File: config.mk
export PLATFORM = sky130hd
export DESIGN_NAME = serial_sub
export DESIGN_NICKNAME = d
export VERILOG_FILES = /design/src/rtl/serial_arith_pkg.sv /design/src/rtl/fs_cell.sv /design/src/rtl/serial_sub.sv
export SDC_FILE = /design/constraint.sdc
export NUM_CORES = 1
export LEC_CHECK = 0
export CORE_ASPECT_RATIO = 1.4
export CORE_MARGIN = 2
export CORE_UTILIZATION = 50
export DETAILED_ROUTE_END_ITERATION = 10
export PLACE_DENSITY = 0.8
export SLEW_MARGIN = 30
export SYNTH_ARGS = -nofsm -noshare
export SYNTH_HDL_FRONTEND = slang
export SYNTH_SLANG_ARGS = --single-unit
File: constraint.sdc
create_clock -name clk -period 2.77 [get_ports clk]
set_clock_uncertainty 0.1 [all_clocks]
set_input_delay 0.831 -clock clk [delete_from_list [all_inputs] [get_ports clk]]
set_output_delay 0.831 -clock clk [all_outputs]
set_load 0.01 [all_outputs]
File: src/rtl/serial_arith_pkg.sv
// Shared types and constants for the bit-serial arithmetic blocks.
package serial_arith_pkg;

    // Sequencer state for the bit-serial subtractor
    typedef enum logic [1:0] {
        IDLE = 2'd0,
        RUN  = 2'd1,
        DONE = 2'd2
    } sub_state_t;

    localparam int unsigned SUB_DEFAULT_W = 8;

endpackage : serial_arith_pkg

File: src/rtl/fs_cell.sv
// Combinational one-bit full subtractor: d = a - b - bin, bout = borrow out.
module fs_cell (
    input  logic a,
    input  logic b,
    input  logic bin,
    output logic d,
    output logic bout
);

    // Difference bit and borrow generated/propagated by this bit position
    always_comb begin
        d    = a ^ b ^ bin;
        bout = (~a & b) | (~(a ^ b) & bin);
    end

endmodule : fs_cell

File: src/rtl/serial_sub.sv
// Bit-serial W-bit subtractor, LSB first, one fs_cell evaluation per cycle.
// Optional macro SERIAL_SUB_OVF_EN adds the signed-overflow output ovf.
module serial_sub
    import serial_arith_pkg::*;
#(
    parameter int unsigned W = SUB_DEFAULT_W
) (
    input  logic         clk,
    input  logic         rst,
    input  logic         start,
    input  logic [W-1:0] a,
    input  logic [W-1:0] b,
    input  logic         bin,
    output logic         busy,
    output logic         done,
    output logic [W-1:0] diff,
    output logic         bout
`ifdef SERIAL_SUB_OVF_EN
    ,
    output logic         ovf
`endif
);

    localparam int unsigned CW = (W > 1) ? $clog2(W) : 1;

    sub_state_t    r_state;
    sub_state_t    w_next;
    logic [W-1:0]  r_a;
    logic [W-1:0]  r_b;
    logic [W-1:0]  r_diff;
    logic          r_borrow;
    logic          r_bout;
    logic [CW-1:0] r_cnt;
    logic          w_d;
    logic          w_nb;
    logic          w_last;
    logic          w_accept;
`ifdef SERIAL_SUB_OVF_EN
    logic          r_ovf;
`endif

    fs_cell u_fs_cell (
        .a    (r_a[0]),
        .b    (r_b[0]),
        .bin  (r_borrow),
        .d    (w_d),
        .bout (w_nb)
    );

    assign w_last   = (r_cnt == CW'(W - 1));
    assign w_accept = (r_state != RUN) && start;

    // State register
    always_ff @(posedge clk) begin
        if (rst) begin
            r_state <= IDLE;
        end else begin
            r_state <= w_next;
        end
    end

    // Next-state logic: RUN lasts exactly W cycles, DONE exactly one
    always_comb begin
        w_next = r_state;
        case (r_state)
            IDLE:    w_next = start ? RUN : IDLE;
            RUN:     w_next = w_last ? DONE : RUN;
            DONE:    w_next = start ? RUN : IDLE;
            default: w_next = IDLE;
        endcase
    end

    // Handshake outputs decoded from the state register
    always_comb begin
        busy = 1'b0;
        done = 1'b0;
        case (r_state)
            RUN:     busy = 1'b1;
            DONE:    done = 1'b1;
            default: ;
        endcase
    end

    // Operand capture, per-bit shift and final borrow latch
    always_ff @(posedge clk) begin
        if (rst) begin
            r_a      <= '0;
            r_b      <= '0;
            r_diff   <= '0;
            r_borrow <= 1'b0;
            r_bout   <= 1'b0;
            r_cnt    <= '0;
`ifdef SERIAL_SUB_OVF_EN
            r_ovf    <= 1'b0;
`endif
        end else if (w_accept) begin
            r_a      <= a;
            r_b      <= b;
            r_borrow <= bin;
            r_cnt    <= '0;
        end else if (r_state == RUN) begin
            r_diff   <= {w_d, r_diff[W-1:1]};
            r_a      <= {1'b0, r_a[W-1:1]};
            r_b      <= {1'b0, r_b[W-1:1]};
            r_borrow <= w_nb;
            if (w_last) begin
                r_bout <= w_nb;
`ifdef SERIAL_SUB_OVF_EN
                // Borrow into the MSB differs from borrow out of it
                r_ovf  <= r_borrow ^ w_nb;
`endif
            end else begin
                r_cnt  <= r_cnt + CW'(1);
            end
        end
    end

    assign diff = r_diff;
    assign bout = r_bout;
`ifdef SERIAL_SUB_OVF_EN
    assign ovf  = r_ovf;
`endif

endmodule : serial_sub

==> results_dict.tcl <==
set metrics [dict create \
    dp_hpwl_um 1870 \
    synth_top_area_frac 0.466 \
    share_comb_of_total_power 0.162 \
    pin_count 31 \
    num_rows 22 \
    die_width_um 47.6 \
    finalSetupViolations 0 \
    p_seq_frac 0.574 \
    num_antenna_cells 0 \
    grt_pass1_vias 1095 \
    htree_levels 2 \
    start_util 0.515 \
    grt_start_max_net_pins 41 \
    p_int_mw 0.632 \
    p_leak_nw 0.664 \
    avgSynthCellArea_um2 9.32 \
    ant_nets 0 \
    synth_area_leaders "dfxtp_1 (47%), mux2i_1 (12%), a211oi_1 (7.9%), nand2_1 (5.1%), a21oi_1 (4.9%)" \
    p_switching_mw 0.220 \
    drv_cap 0 \
    grt_setup_unrepaired "no" \
    worst_ep_required_time_ps 1840 \
    wl_per_cell_um 13.1 \
    worstPathArrival_ps 1620 \
    worstSetupStartpointType "register" \
    final-max-slew-violation-count 0 \
    cts_buffers 5 \
    crit_buf_inv 2 \
    worst_pin_slew_ps 411 \
    drt-initial-drc-count 17 \
    hold_viol 0 \
    ys_seq_area_frac 0.466 \
    antenna_found_initial 0 \
    cp-end-kind "output pin" \
    grt_pass1_wl_um 4450 \
    fin_crit_sh 0.922 \
    path_max_fanout 18 \
    coreArea_um2 2590 \
    layout_min_cycle_time_ps 2550 \
    grt_overflow 0 \
    clk_latency_ps 330 \
    crit_family "buffers and inverters" \
    status "completed" \
    die_y_um 65.1 \
    cts_resized 0 \
    drc_errors 0 \
    worst_hold_slack_ps 376 \
    dieArea_um2 3100 \
    syn_inst 143 \
    worst_hold_path_type "reg2reg" \
    worstPathCellList "nand2b_1, inv_4, clkdlybuf4s50_1" \
    post_cts_buffers 0 \
    max_freq_ghz 0.392 \
    fill_cells 240 \
    p_sw_frac 0.258 \
    yosysWarningCount 0 \
    synth.cell_area_um2 1330 \
    hold_buffers 0 \
    multiInputGateArea_um2 616 \
    drt_wl_total_um 2720 \
    clock-sinks 31 \
    synth_nets 166 \
    fin_tns_setup_ps 0 \
    ys_ff_latch 31 \
    area_growth_pct 25.9 \
    clk_path_buf_depth 2 \
    yosys.area.top_type "dfxtp_1" \
    tritoncts "yes" \
    crit_slowest_cell "clkdlybuf4s50_1" \
    power_density_nw_per_um2 508 \
    critPathMaxStageDelay_ps 580 \
    maxSlewHeadroom 0.725 \
    firstDrtPassIters 4 \
    portBuffers 30 \
    crit_type "reg2out" \
    groute.usage.overall 0.205 \
    drive_above_1_share 0.0698 \
    irDropWorstVdd_mv 0.401 \
    clk_pin_slew_ps 80 \
    cts_root_buf "clkbuf_4" \
    final_nets 196 \
    p_clk_frac 0.265 \
    vias 1119 \
    yosysUniqueCellTypes 25 \
    gp_congestion 0.680 \
    regArea_um2 621 \
    vias_per_cell 5.38 \
]
## worst reg2reg max path, cell delays in order (launching register included)
cell     delay [ps]
dfxtp_1         340
ha_1            210
ha_1            270
nor3b_2         330
a22oi_1         140
a21oi_1         150
## area by class of cell
type | instances | area share
clock buffer | 6 | 0.0246
inverter | 6 | 0.0149
sequential | 31 | 0.370
tap | 36 | 0.0268
multi-input combinational | 95 | 0.367
timing repair buffer | 34 | 0.197
## cell families after synthesis
family / count (synthesis) / share of synthesized area
AND/OR/NAND/NOR: 43 / 0.138
AO/OA/AOI/OAI: 33 / 0.170
flip-flops: 31 / 0.466
buffers and inverters: 17 / 0.0723
multiplexers: 16 / 0.120
adder cells (fa/ha/maj): 3 / 0.0338
## stage by stage
step / instance area, um^2 / util / std cells / power, mW / setup slack [ps]
floorplan: 1330 / - / 143 / 0.589 / 1040
global placement: 1640 / 0.632 / 202 / 0.629 / 599
detailed placement: 1640 / 0.632 / 202 / 0.637 / 540
CTS: 1680 / 0.648 / 208 / 0.862 / 207
global route: 1680 / 0.648 / 208 / 0.900 / 143
finish: 1680 / 0.648 / 208 / 0.852 / 216
## path summary, 6_finish.rpt
path                   start  endpoint  slack, ps  depth (start not counted)
setup / recovery  r_state[1]      busy        220                          3
hold / removal       diff[1]   diff[0]        380                          2
setup reg to reg    r_cnt[0]  r_cnt[0]       1180                          5
hold reg to reg      diff[1]   diff[0]        380                          2
## state kept, by name, indices dropped and copies added, names as in the netlist
register	flops
r_b	8
r_a	8
bout	1
r_borrow	1
r_state	2
diff	8
r_cnt	3
## layout by cell type, fill, tap and decap left out, types with 2 or more instances in the layout
cell type        count
nor3_1               2
clkdlybuf4s50_1     30
nand3_1              3
buf_4                4
a21oi_1             13
a32oi_1              2
nand2_1             18
nor2b_1              2
inv_1                5
ha_1                 2
a211oi_1            14
nor2_1              16
mux2i_1             16
clkbuf_4             5
dfxtp_1             31
## layer usage
| layer | vias up | track usage | part of all wire |
|---|---|---|---|
| met5 | - | 0 | 0 |
| met4 | 0 | 0.0912 | 0.022 |
| met3 | 8 | 0.0752 | 0.055 |
| met2 | 38 | 0.358 | 0.53 |
| met1 | 519 | 0.202 | 0.39 |
| li1 | 554 | - | - |
## cell usage after synthesis, drive strengths merged
master and number:
dfxtp 31, nand2 18, mux2i 16, nor2 16, a211oi 15, a21oi 13
buf 7, inv 6, clkbuf 4, nand3 3, a32oi 2, ha 2
nor2b 2, nor3 2, a22oi 1, a311oi 1, fa 1, nand2b 1
nor3b 1, o211a 1
## power groups by stage
stage	combinational, mW	clock [mW]	sequential, mW
final	0.138	0.226	0.489
after global routing	0.152	0.256	0.491
after CTS	0.139	0.234	0.489
after floorplan	0.0931	0	0.496
after detailed placement	0.138	0	0.499
after global placement	0.132	0	0.498
Power figures use the tool's default switching activity.
